==> config.mk <==
export PLATFORM = sky130hd
export DESIGN_NAME = fpu_result_register_flat
export DESIGN_NICKNAME = d
export VERILOG_FILES = /design/src/rtl/fpu_result_register_if.sv /design/src/rtl/fpu_result_register.sv /design/src/flat_wrapper.sv
export SDC_FILE = /design/constraint.sdc
export NUM_CORES = 1
export LEC_CHECK = 0
export BUFFER_PORTS_ARGS = -buffer_cell sky130_fd_sc_hd__buf_2
export CORE_MARGIN = 2
export CORE_UTILIZATION = 40
export DETAILED_ROUTE_END_ITERATION = 12
export PLACE_DENSITY_LB_ADDON = 0.12
export SLEW_MARGIN = 20
export SYNTH_ARGS = -nofsm -noshare
export SYNTH_HDL_FRONTEND = slang
export SYNTH_SLANG_ARGS = --single-unit
==> constraint.sdc <==
create_clock -name clk -period 2.4 [get_ports clk]
set_input_delay 0.24 -clock clk [delete_from_list [all_inputs] [get_ports clk]]
set_output_delay 0.24 -clock clk [all_outputs]
set_load 0.005 [all_outputs]
==> src/rtl/fpu_result_register_if.sv <==
// Host/core-facing signal bundle of the FPU result register.
// The master side is the host plus FPU core; the slave side is the register block.
interface fpu_result_register_if;
   logic        fpu_rst_w;
   logic        fpu_doorbell_w;
   logic        simd_doorbell;
   logic        fpu_result_valid;
   logic [31:0] fpu_result;
   logic [4:0]  fpu_flags;
   logic        host_read_ack;
   logic        flags_clear;
   logic        irq_enable;
   logic [31:0] result_out;
   logic [4:0]  flags_last;
   logic [4:0]  flags_sticky;
   logic        busy;
   logic        done;
   logic        timeout_err;
   logic        irq;
   logic [1:0]  state_dbg;

   // Doorbells and fpu_result_valid are single-cycle pulses sampled on the
   // rising clock edge; there is no back-pressure. busy/done show acceptance.
   modport master (
      output fpu_rst_w, fpu_doorbell_w, simd_doorbell, fpu_result_valid,
             fpu_result, fpu_flags, host_read_ack, flags_clear, irq_enable,
      input  result_out, flags_last, flags_sticky, busy, done, timeout_err,
             irq, state_dbg
   );

   modport slave (
      input  fpu_rst_w, fpu_doorbell_w, simd_doorbell, fpu_result_valid,
             fpu_result, fpu_flags, host_read_ack, flags_clear, irq_enable,
      output result_out, flags_last, flags_sticky, busy, done, timeout_err,
             irq, state_dbg
   );
endinterface

==> src/rtl/fpu_result_register.sv <==
// Tracks one outstanding FPU/SIMD operation, captures its result and flags,
// and holds them with busy/done/timeout status and a maskable interrupt.
module fpu_result_register #(
   parameter int TIMEOUT_CYCLES = 64,
   parameter int CNT_W          = 7
) (
   input  logic                 clk,
   input  logic                 reset_n,
   fpu_result_register_if.slave bus
);

   typedef enum logic [1:0] {
      IDLE = 2'd0,
      BUSY = 2'd1,
      DONE = 2'd2
   } state_t;

   localparam logic [CNT_W-1:0] TERM_CNT = CNT_W'(TIMEOUT_CYCLES - 1);

   state_t            state_q, state_d;
   logic [CNT_W-1:0]  cnt_q, cnt_d;
   logic [31:0]       result_q, result_d;
   logic [4:0]        flags_last_q, flags_last_d;
   logic [4:0]        sticky_q, sticky_d;
   logic              timeout_q, timeout_d;
   logic              busy_q, busy_d;
   logic              done_q, done_d;
   logic              irq_q, irq_d;
   logic              start;
   logic              soft_rst;

   assign start    = bus.fpu_doorbell_w | bus.simd_doorbell;
   assign soft_rst = bus.fpu_rst_w & bus.fpu_doorbell_w;

   always_ff @(posedge clk or negedge reset_n) begin
      if (!reset_n) begin
         state_q      <= IDLE;
         cnt_q        <= '0;
         result_q     <= '0;
         flags_last_q <= '0;
         sticky_q     <= '0;
         timeout_q    <= 1'b0;
         busy_q       <= 1'b0;
         done_q       <= 1'b0;
         irq_q        <= 1'b0;
      end else begin
         state_q      <= state_d;
         cnt_q        <= cnt_d;
         result_q     <= result_d;
         flags_last_q <= flags_last_d;
         sticky_q     <= sticky_d;
         timeout_q    <= timeout_d;
         busy_q       <= busy_d;
         done_q       <= done_d;
         irq_q        <= irq_d;
      end
   end

   always_comb begin
      state_d      = state_q;
      cnt_d        = cnt_q;
      result_d     = result_q;
      flags_last_d = flags_last_q;
      // Clear is applied before any capture OR so a coincident capture wins.
      sticky_d     = bus.flags_clear ? 5'b0 : sticky_q;
      timeout_d    = timeout_q;

      unique case (state_q)
         IDLE: begin
            if (start) begin
               state_d   = BUSY;
               cnt_d     = '0;
               timeout_d = 1'b0;
            end
         end
         BUSY: begin
            cnt_d = cnt_q + 1'b1;
            if (bus.fpu_result_valid) begin
               state_d      = DONE;
               result_d     = bus.fpu_result;
               flags_last_d = bus.fpu_flags;
               sticky_d     = sticky_d | bus.fpu_flags;
               timeout_d    = 1'b0;
            end else if (cnt_q == TERM_CNT) begin
               state_d   = DONE;
               timeout_d = 1'b1;
            end
         end
         DONE: begin
            if (start) begin
               state_d   = BUSY;
               cnt_d     = '0;
               timeout_d = 1'b0;
            end else if (bus.host_read_ack) begin
               state_d = IDLE;
            end
         end
         default: state_d = IDLE;
      endcase

      if (soft_rst) begin
         state_d      = IDLE;
         cnt_d        = '0;
         result_d     = '0;
         flags_last_d = '0;
         sticky_d     = '0;
         timeout_d    = 1'b0;
      end

      busy_d = (state_d == BUSY);
      done_d = (state_d == DONE);
      irq_d  = done_d & bus.irq_enable;
   end

   assign bus.result_out   = result_q;
   assign bus.flags_last   = flags_last_q;
   assign bus.flags_sticky = sticky_q;
   assign bus.busy         = busy_q;
   assign bus.done         = done_q;
   assign bus.timeout_err  = timeout_q;
   assign bus.irq          = irq_q;
   assign bus.state_dbg    = state_q;

endmodule

==> src/flat_wrapper.sv <==
// flat-port wrapper written by rule: the top's interface ports become plain ports
module fpu_result_register_flat 
#(
   parameter int TIMEOUT_CYCLES = 64,
   parameter int CNT_W          = 7
)
  (clk, reset_n, bus_fpu_rst_w, bus_fpu_doorbell_w, bus_simd_doorbell, bus_fpu_result_valid, bus_fpu_result, bus_fpu_flags, bus_host_read_ack, bus_flags_clear, bus_irq_enable, bus_result_out, bus_flags_last, bus_flags_sticky, bus_busy, bus_done, bus_timeout_err, bus_irq, bus_state_dbg);
  fpu_result_register_if bus_i ();
  input  logic clk;
  input  logic reset_n;
  input wire logic [$bits(bus_i.fpu_rst_w)-1:0] bus_fpu_rst_w;
  input wire logic [$bits(bus_i.fpu_doorbell_w)-1:0] bus_fpu_doorbell_w;
  input wire logic [$bits(bus_i.simd_doorbell)-1:0] bus_simd_doorbell;
  input wire logic [$bits(bus_i.fpu_result_valid)-1:0] bus_fpu_result_valid;
  input wire logic [$bits(bus_i.fpu_result)-1:0] bus_fpu_result;
  input wire logic [$bits(bus_i.fpu_flags)-1:0] bus_fpu_flags;
  input wire logic [$bits(bus_i.host_read_ack)-1:0] bus_host_read_ack;
  input wire logic [$bits(bus_i.flags_clear)-1:0] bus_flags_clear;
  input wire logic [$bits(bus_i.irq_enable)-1:0] bus_irq_enable;
  output wire logic [$bits(bus_i.result_out)-1:0] bus_result_out;
  output wire logic [$bits(bus_i.flags_last)-1:0] bus_flags_last;
  output wire logic [$bits(bus_i.flags_sticky)-1:0] bus_flags_sticky;
  output wire logic [$bits(bus_i.busy)-1:0] bus_busy;
  output wire logic [$bits(bus_i.done)-1:0] bus_done;
  output wire logic [$bits(bus_i.timeout_err)-1:0] bus_timeout_err;
  output wire logic [$bits(bus_i.irq)-1:0] bus_irq;
  output wire logic [$bits(bus_i.state_dbg)-1:0] bus_state_dbg;
  assign bus_i.fpu_rst_w = bus_fpu_rst_w;
  assign bus_i.fpu_doorbell_w = bus_fpu_doorbell_w;
  assign bus_i.simd_doorbell = bus_simd_doorbell;
  assign bus_i.fpu_result_valid = bus_fpu_result_valid;
  assign bus_i.fpu_result = bus_fpu_result;
  assign bus_i.fpu_flags = bus_fpu_flags;
  assign bus_i.host_read_ack = bus_host_read_ack;
  assign bus_i.flags_clear = bus_flags_clear;
  assign bus_i.irq_enable = bus_irq_enable;
  assign bus_result_out = bus_i.result_out;
  assign bus_flags_last = bus_i.flags_last;
  assign bus_flags_sticky = bus_i.flags_sticky;
  assign bus_busy = bus_i.busy;
  assign bus_done = bus_i.done;
  assign bus_timeout_err = bus_i.timeout_err;
  assign bus_irq = bus_i.irq;
  assign bus_state_dbg = bus_i.state_dbg;
  fpu_result_register #(.TIMEOUT_CYCLES(TIMEOUT_CYCLES), .CNT_W(CNT_W)) u_core (.clk(clk), .reset_n(reset_n), .bus(bus_i));
endmodule
==> results of run 1 <==
worst max-delay path, cell delays in order (launching register included):
cell and delay, ps:
dfrtp_1 520, nand2b_2 260, nor3b_4 60, buf_4 200
a221o_2 330, and2_1 160
where the power goes:
group | leakage, µW | internal (µW) | switching, µW | total (µW)
logic | 0.000698 | 229 | 218 | 447
registers | 0.000735 | 1060 | 79.7 | 1140
clock network | 0.0000581 | 311 | 298 | 609
total | 0.00149 | 1600 | 596 | 2190
final cells by class:
type,count,area share
flip-flops and latches,55,0.491
repair buffers,99,0.183
inverters,4,0.00535
well taps,70,0.0312
clock inverters,3,0.0156
clock buffers,5,0.0245
multi-input cells,89,0.249
per-layer routing:
metal	vias up	track usage
met3	4	0.0384
li1	784	-
met4	0	0.0375
met2	60	0.254
met1	748	0.265
met5	-	0
kinds of logic after synthesis:
family,share of synthesized area
AOI/OAI and AO/OA,0.237
xor gates and xnor gates,0.0162
adders and majority gates,0.00579
buffers and inverters,0.0399
and+or+nand+nor,0.0642
DFF,0.637
sequential cells by signal (all words and copies together) (netlist names):
name / cells
u_core.bus.irq: 1
u_core.cnt_q: 7
u_core.bus.done: 1
u_core.bus.state_dbg: 2
u_core.bus.result_out: 32
u_core.bus.flags_sticky: 5
u_core.bus.busy: 1
u_core.bus.timeout_err: 1
u_core.bus.flags_last: 5
cells in the final DEF (no fill, tap or decap), drive strengths merged:
master        n
a2111oi       1
a211oi        3
a21boi        1
a21oi         2
a221o         2
a22o         43
a22oi         1
a31oi         1
and2          2
buf          98
bufinv        1
clkbuf        5
clkinv        2
dfrtp        55
dlygate4sd3   1
ha            1
inv           4
nand2         3
nand2b        2
nand3         2
nor2         13
nor3          3
nor3b         1
o21ai         2
o31ai         1
o32a          1
xnor2         4
path summary, 6_finish.rpt:
| kind | from | to | slack, ps |
|---|---|---|---|
| max | u_core.bus.state_dbg[1] | u_core.bus.irq | 780 |
| min | bus_fpu_result[29] | u_core.bus.result_out[29] | 140 |
| max reg2reg | u_core.bus.state_dbg[1] | u_core.bus.irq | 780 |
| min reg2reg | u_core.bus.result_out[8] | u_core.bus.result_out[8] | 500 |
| max in group asynchronous | reset_n | u_core.bus.result_out[7] | 1270 |
| min in group asynchronous | reset_n | u_core.bus.result_out[29] | 470 |
per-stage QoR:
stage	std cells	util	power (µW)	instance area, µm²
floorplan	156	-	1390	2160
global placement	316	0.518	1600	2680
detailed placement	316	0.518	1610	2680
CTS	325	0.542	2220	2800
global route	325	0.542	2320	2800
finish	325	0.542	2190	2800
timing repair:
item / CTS / global route
buffers inserted: 0 / 0
hold endpoints to repair: 25 / 0
hold buffers: 1 / 0
==> results.txt, run 1 <==
- The run finished with clean final reports.
- Cell types occupying the most area after synthesis: dfrtp_1 (64%), a22o_1 (17%), buf_6 (2.6%)
- The synthesized design spends more area on one cell type than any other, namely dfrtp_1.
- Worst Hold Depth: 2
- The number of gates resized after CTS was 0.
* DRC violations left: 0
- CTS Sinks: 55
* Routed metal-1 wire length: ~2400 µm
- Sort of element at the end of the critical path: register
- Full die area: 0.00601 mm²
* TritonCTS clock tree: done
- By count the netlist is led by dfrtp_1 (55), a22o_1 (43), nor2_1 (13).
* Detailed-route wire length per cell: 15.0 µm
- Summed over all cells, the static leakage comes to between 0.001 and 0.0015 µW.
- The H-tree was split into 2 levels.
* Number of enable flip-flop cells after synthesis: 0
* Count of warnings emitted by yosys: 0
* Total of max-cap violations: 0
- The first global-routing pass estimated 8160 µm of wire.
- In this run the mean area of a mapped cell was 13.9 µm².
* Vias in the first global route: 1612
- In the detailed route, the total length drawn on met3 is between 200 and 300 µm.
- Area added between synthesis and finish: 29.7%
- Post-detailed-route count of antenna-violating nets: 0
* Layout cell share with drive strength beyond 1: 0.447
* Final max-slew violation count: 0
- Number of nets at the end of the flow: 301
- After filler insertion, the fill cell instance count of the layout stands at ~460.
- In the synthesized netlist the async set-or-reset flop fraction comes to 1.00.
* Slew headroom: 0.607
- Synthesis produced a netlist whose cell count is 156.
- For the worst flop-to-flop path, the logic depth is 5.
* Period minus WS final: 1620 ps
- For this configuration, the core starts out at a cell density of 0.418.
* Distinct cell type count of the synthesized netlist: 28
- Maximum VDD drop: 493 µV
- Hold timing on the final database bottoms out at a slack of between 100 and 150 ps.
- Min-Delay Path Class: input pin to register
- The total area inside the core boundary comes to 0.00517 mm².
- The cell area that synthesis handed to floorplanning was 0.00216 mm².
- Static timing analysis puts the maximum clock frequency at 617 MHz.
* Gr ovfl total: 0
* Row count: 26
- Final cycle utilization of the critical path: 0.675
- Input and output buffers added on the ports amount to 93.
* Antenna violations before repair: 0
- In the synthesized netlist the dominant register cell turns out to be dfrtp_1.
- The tree is rooted in a clkbuf_8.
- Estimated wirelength of the detail-placed design: 3510 µm
- Of the synthesized area, sequential elements account for 0.637.
- Of all nets on the critical path, the largest fanout is 19.
- Gpl congestion: 0.853
- The final count of hold timing violations came to 0.
- The first detailed-routing pass took 4 iterations.
- For this block, the routed nets add up to 4880 µm of wire.
* Final setup violation count: 0
- After detailed routing, the number of vias per cell comes to 4.91.
- After detailed routing, no signal wire sits above met4.
- In this run, the number of DRC markers left after iteration 0 of detailed routing was 73.
- In this run the count of I/O pins placed on the die edge is 94.
- At the pin with the least slew margin, the transition time is 589 ps.
* Largest net degree at the start of global routing: 38
* Diodes inserted: 0
* Die extent in y: about 78 µm
- Counting flops and latches in the post-synthesis netlist gives 55.
- In this run the power density over the cells is roughly 780 mW/mm².
- Data arrives at the worst endpoint at 1810 ps.
* Required @ worst endpoint: 2590 ps
* Pre-CTS setup slack: approximately 800 ps
* Area used by sequential logic in the layout: between 0.001 and 0.0015 mm²
- Post-synth top area share: 0.637
- The clock passes through at most 2 buffers.
- Clock latency reported for the late side of the worst-skew pair: 310 ps
- Setup repair after global routing missed its margin: false
- Routed wire length on met2: approximately 2100 µm
- Critical Path Source Type: register
* Setup CP Type: register to register
- Maximum clock skew at final layout: 12.4 ps
* Area taken by multi-input logic gates: around 700 µm²
- Across every metal layer, demand over resource in global routing totals 0.173.
- By instance count, the leading cell after synthesis is dfrtp_1.
* Width of the die: 77.5 µm
- Setup ws final: ~780 ps
- Summed over all failing endpoints, the final setup total negative slack is 0 ps.
* Net count after synthesis: 203
- TritonCTS created 5 clock buffers.
- Vias after detailed routing: 1596
* Reg clk slew, reported paths: ~110 ps
Note: power is estimated with default switching activity, not from simulation.
==> run 2: changes to the inputs <==
==> constraint.sdc (replaced) <==
create_clock -name clk -period 1.4 [get_ports clk]
set_input_delay 0.14 -clock clk [delete_from_list [all_inputs] [get_ports clk]]
set_output_delay 0.14 -clock clk [all_outputs]
set_load 0.005 [all_outputs]
==> results.txt, run 2 (synthesis results as in run 1) <==
- The setup violation total in the final timing report came to 0 (unchanged).
- The global-route wire length before repair is 8230 µm (+0.85%).
- Slew headroom: 0.766 (+0.159)
* Gpl congestion: 0.774 (-9.3%)
* Cell with the largest stage delay on the worst path: dfrtp_1
- STA classifies the critical path endpoint as a register.
* Cell leakage power: 0.00159 µW (+6.5%)
* Area added between synthesis and finish: 41.3%
- Maximum clock skew at final layout: 7.15 ps (-5.29 ps)
- Actual transition at the worst max-transition pin: 350 ps (-239 ps)
* Leading cell type in the layout, fill and taps excluded: buf_2
- Final cycle utilization of the critical path: 0.997 (+0.322)
* Diodes inserted: 0 (unchanged)
- Vias in the first global route: 1665 (+3.3%)
- Effective utilization at floorplan: 0.418 (unchanged)
- Level count of the clock H-tree: 2 (unchanged)
- Number of buffers on the longest clock path: 2 (unchanged)
- Full die area: 0.00601 mm² (unchanged)
- Post-route standard cell area excluding fillers: 0.00305 mm² (+8.9%)
- The number of antenna-violating nets in the routed design was 0 (unchanged).
- Vias after detailed routing: 1703 (+6.7%)
* Arrival time of the worst setup path: 1590 ps (-220 ps)
* Number of flip-flops under the largest register name: 32 (unchanged)
- Die extent in y: 77.5 µm (unchanged)
- The met3 usage is 0.0477 (+0.00930).
- Count of final hold-check violations: 0 (unchanged)
- The HPWL after detailed placement is 3510 µm (about the same).
* Final max-slew violation count: 0 (unchanged)
- The met1 track demand over resource in global routing was 0.259 (-0.00602).
- Ordered cell list for the critical path: ha_2 -> nand3_4 -> buf_6 -> a2111oi_4 -> xnor2_1 -> nor2_1
* Layout cell share with drive strength beyond 1: 0.492 (+0.0454)
* Detailed-route wire length: 5260 µm (+7.8%)
* CTS Root Buffer Type: clkbuf_8
* Initial detailed-routing violation count: 101 (+38%)
- The global routing usage summed across all routing layers was 0.173 (-0.000305).
- TritonCTS buffer count: 5 (unchanged)
* Total of max-cap violations: 0 (unchanged)
* Final-layout setup total negative slack: 0 ps (unchanged)
- The placement-stage cell area came to 0.00280 mm² (+4.5%).
* Max Clk Rate: 716 MHz (+16%)
- STA classifies the critical path startpoint as a register.
* Avg Vias per Cell: 5.07 (+3.2%)
- The total power per unit cell area is 1350 mW/mm² (+73%).
- CTS Sinks: 55 (unchanged)
- Required @ worst endpoint: 1590 ps (-1000 ps)
- The minimum period implied by the final worst setup slack is 1400 ps (-225 ps).
- GR met2 Demand/Resource: 0.247 (-0.00696)
* Global routing's busiest layer: met1
- Maximum VDD drop: 570 µV (+16%)
* TritonCTS clock tree: done
- Core Footprint: 0.00517 mm² (unchanged)
- Clock latency reported for the late side of the worst-skew pair: 310 ps (about the same)
- The count of unresolved DRC violations after routing was 0 (unchanged).
* Outcome: finished, final reports clean
- The site row count is 26 (unchanged).
- The utilization after layout came to 0.590 (+0.0484).
- Broken down by cell family, the worst path's largest delay share belongs to flip-flops.
- The count of buffers inserted at the top-level ports is 93 (unchanged).
- The maximum number of pins on one net before global-route repair was 56 (+47%).
* Width of the die: 77.5 µm (unchanged)
- Top-level I/O count: 94 (unchanged)
- The min-delay analysis places its worst path in the category input pin to register.
- The number of buffers and inverters on the critical path was 1 (unchanged).
- The critical path is of the register to register type.
- Gr ovfl total: 0 (unchanged)
* TritonRoute pass-1 iters: 4 (unchanged)
* Antenna violations before repair: 0 (unchanged)
- Reg clk slew, reported paths: 100 ps (about the same)
- Detailed-route wire length per cell: 15.6 µm (+4.3%)
- The delay of the slowest cell on the worst path is 370 ps (-150 ps).
- Leaving out fill and tap cells, the most frequent cells in the layout are buf_2 (93), dfrtp_1 (54), a22o_1 (43).
- The final layout net count was 312 (+3.7%).
- Setup repair after global routing could not meet its margin everywhere.
* Highest fanout seen on the critical path: 2 (-17)
-- run 2: layout make-up --
cell class / instances / area [µm²]
fill: 456 / 2120
sequential: 55 / 1380
multi-input combinational: 89 / 762
timing repair buffer: 110 / 679
tap: 70 / 87.6
clock buffer: 6 / 72.6
clock inverter: 2 / 60.1
inverter: 4 / 15.0
-- run 2: power breakdown --
| group | switching [µW] | leakage (µW) | internal, µW |
|---|---|---|---|
| Combinational | 436 | 0.000789 | 533 |
| Sequential | 127 | 0.000733 | 1810 |
| Clock | 499 | 0.0000654 | 715 |
-- run 2: routing by layer --
metal	vias up	wire length (µm)
li1	808	-
met1	815	2420
met2	74	2400
met3	6	386
met4	0	45
met5	-	0
-- run 2: per-stage QoR --
stage	power (µW)	setup WS, ps	hold slack (ps)	cells
5_1_grt	4360	-108	38.6	336
3_3_place_gp	2850	-45.6	161	324
2_1_floorplan	2390	4.58	-156	156
4_1_cts	4130	-51.0	37.9	335
3_5_place_dp	2860	-66.6	162	324
6_report	4120	3.90	51.0	336
-- run 2: worst paths after layout --
path / startpoint / endpoint / slack, ps / cells past startpoint
worst max-delay path: u_core.cnt_q[0] / u_core.cnt_q[6] / 4 / 6
worst min register to register: u_core.bus.result_out[3] / u_core.bus.result_out[3] / 500 / 1
worst min-delay path: bus_fpu_result[20] / u_core.bus.result_out[20] / 50 / 2
max in group asynchronous: reset_n / u_core.bus.state_dbg[0] / 790 / 3
min in group asynchronous: reset_n / u_core.bus.result_out[22] / 340 / 3
worst max register to register: u_core.cnt_q[0] / u_core.cnt_q[6] / 4 / 6
-- run 2: repair_timing --
action	in CTS	in global routing
endpoints found under the setup margin	4	49
buffers inserted	2	1
gates cloned	0	1
pin swaps	3	6
resized for setup	5	6
hold buffers	1	0
endpoints found under the hold margin	55	0
==> run 3: changes to the inputs <==
--- a/config.mk
+++ b/config.mk
@@ -9,7 +9,7 @@
 export CORE_MARGIN = 2
 export CORE_UTILIZATION = 40
 export DETAILED_ROUTE_END_ITERATION = 12
-export PLACE_DENSITY_LB_ADDON = 0.12
+export PLACE_DENSITY = 0.72
 export SLEW_MARGIN = 20
 export SYNTH_ARGS = -nofsm -noshare
 export SYNTH_HDL_FRONTEND = slang
==> results.txt, run 3 (synthesis results as in run 1) <==
* Width of the die: 77.5 µm (unchanged)
- Largest stage delay on the critical path: 430 ps (+60 ps)
* Vias after detailed routing: 1701 (-0.12%)
* TritonCTS clock tree: done
- The site row count was 26 (unchanged).
* Number of nets at the end of the flow: 315 (+0.96%)
- The CTS clock-pin slew for the worst setup and hold paths is 100 ps (about the same).
- The library cells used most frequently in the layout, excluding fill and tap cells, are buf_2 (93), dfrtp_1 (55), a22o_1 (43).
- The clock skew after layout came to 8.06 ps (+0.914 ps).
- The number of antenna-violating nets in the routed design is 0 (unchanged).
- Period minus WS final: 1380 ps (-14.6 ps)
- The slowest stage of the critical path belongs to the cell dfrtp_1.
- The tree is rooted in a clkbuf_8.
- Worst Hold Slack: 58.6 ps (+7.62 ps)
* Utilization of the core after routing: 0.590 (about the same)
* Estimated wirelength of the detail-placed design: 3540 µm (+0.77%)
- The worst setup path is captured at a register.
- Initial detailed-routing violation count: 64 (-37%)
- The reg2reg setup slack was 20 ps (about the same).
- Maximum VDD drop: 674 µV (+18%)
- The total wirelength of the detailed-routed design is 5130 µm (-2.3%).
* Slew headroom: 0.766 (about the same)
- Diodes inserted: 0 (unchanged)
- The setup violation total in the final timing report was 0 (unchanged).
- The area taken by multi-input logic gates came to 758 µm² (-0.49%).
* Min-Delay Path Class: input pin to register
- The maximum number of pins on one net before global-route repair is 56 (unchanged).
- The count of unresolved DRC violations after routing is 0 (unchanged).
- Final-layout setup total negative slack: 0 ps (unchanged)
- The area added between synthesis and finish was 41.1% (about the same).
* Vias in the first global route: 1643 (-1.3%)
* Post-route standard cell area excluding fillers: 0.00305 mm² (about the same)
- The flip-flop count of the largest register, all copies and words added came to 32 (unchanged).
* TritonRoute pass-1 iters: 5 (+1)
* Clock latency reported for the late side of the worst-skew pair: 300 ps (about the same)
- CTS Sinks: 55 (unchanged)
* Count of final hold-check violations: 0 (unchanged)
- The number of max-capacitance violations reported came to 0 (unchanged).
* Critical Path Source Type: register
- The pin slew with the least headroom to its limit was 350 ps (+0.153 ps).
* Level count of the clock H-tree: 2 (unchanged)
- The final weighted congestion in routability-driven placement was 0.852 (+10%).
- The number of inserted filler cells in the final layout came to 418 (-8.3%).
- Leading cell type in the layout, fill and taps excluded: buf_2
- The most numerous cell type found on the critical path is buf_6.
- Die extent in y: 77.5 µm (unchanged)
- The critical path goes through buf_6 -> nand2b_4 -> nor3b_4 -> buf_6 -> a221o_2 -> and2_4.
- The effective utilization at floorplan came to 0.418 (unchanged).
- The count of buffers inserted at the top-level ports was 93 (unchanged).
- TritonCTS buffer count: 5 (unchanged)
- The share of the cycle needed by the critical path after routing was 0.987 (-0.0104).
- Top-level I/O count: 94 (unchanged)
- The global routing usage summed across all routing layers is 0.172 (-0.00124).
- The maximum clock rate came to 724 MHz (+1.1%).
- Setup repair after global routing missed its margin: true
* Layout cell share with drive strength beyond 1: 0.506 (+0.0131)
* Detailed-route wire length per cell: 15.1 µm (-3.2%)
- Antenna violations before repair: 0 (unchanged)
* Gr ovfl total: 0 (unchanged)
- Required @ worst endpoint: 1600 ps (about the same)
* Arrival time of the worst setup path: 1580 ps (about the same)
- Avg Vias per Cell: 5.02 (-1.0%)
* Standard cell area after detailed placement: 0.00282 mm² (+0.80%)
* Core Footprint: 0.00517 mm² (unchanged)
- Final max-slew violation count: 0 (unchanged)
- The global-route wire length before repair came to 8200 µm (-0.41%).
- The number of buffers on the longest clock path was 2 (unchanged).
- The standby leakage power came to 0.00160 µW (+0.65%).
- Setup CP Type: register to register
- Highest fanout seen on the critical path: 4 (+2)
- The full die area was 0.00601 mm² (unchanged).
* Power Density: 1310 mW/mm² (-3.1%)
- Outcome: finished, final reports clean
- Area used by sequential logic in the layout: 0.00138 mm² (about the same)
==> run 3: final timing paths <==
kind / start / to / cells after the start
min reg2reg: u_core.bus.result_out[23] / u_core.bus.result_out[23] / 1
max: u_core.bus.state_dbg[0] / u_core.bus.irq / 6
min in group asynchronous: reset_n / u_core.bus.irq / 3
min: bus_fpu_result[22] / u_core.bus.result_out[22] / 2
max reg2reg: u_core.bus.state_dbg[0] / u_core.bus.irq / 6
max in group asynchronous: reset_n / u_core.bus.flags_sticky[3] / 3
==> run 3: metrics by stage <==
stage	worst slack (ps)	power [µW]	cells
6_report	18.5	3990	339
2_1_floorplan	4.58	2390	156
3_3_place_gp	-42.6	2860	327
3_5_place_dp	-75.2	2870	327
5_1_grt	-31.2	4220	339
4_1_cts	0.342	3980	335
==> run 3: worst max-delay path, delay by kind of cell, from the launching register on <==
kind	cells	cell delay, ps
compound gates	1	310
simple gates	3	270
buf+inv	2	280
flops	1	430
==> run 3: where the power goes <==
| group | internal (µW) | switching (µW) |
|---|---|---|
| Sequential | 1810 | 126 |
| Clock | 589 | 493 |
| Combinational | 530 | 442 |
==> run 3: cell type report <==
cell class	count	share of cell area
multi-input cells	89	0.248
well taps	70	0.0287
flip-flops and latches	55	0.451
clock buffers	6	0.0271
clock inverters	2	0.0127
inverters	4	0.00492
repair buffers	113	0.227
==> run 3: routing by layer <==
| metal | share of wire | global-route usage |
|---|---|---|
| met1 | 0.47 | 0.251 |
| met2 | 0.47 | 0.266 |
| met3 | 0.052 | 0.0302 |
| met4 | 0.0078 | 0.0482 |
| met5 | 0 | 0 |
==> run 3: what timing repair did <==
| item | CTS | global route |
|---|---|---|
| buffers inserted | 0 | 3 |
| resized for setup | 5 | 6 |
| pin swaps | 6 | 1 |
| setup endpoints to repair | 24 | 49 |
| endpoints found under the hold margin | 55 | 0 |
| hold buffers | 1 | 0 |
| gates cloned | 0 | 1 |
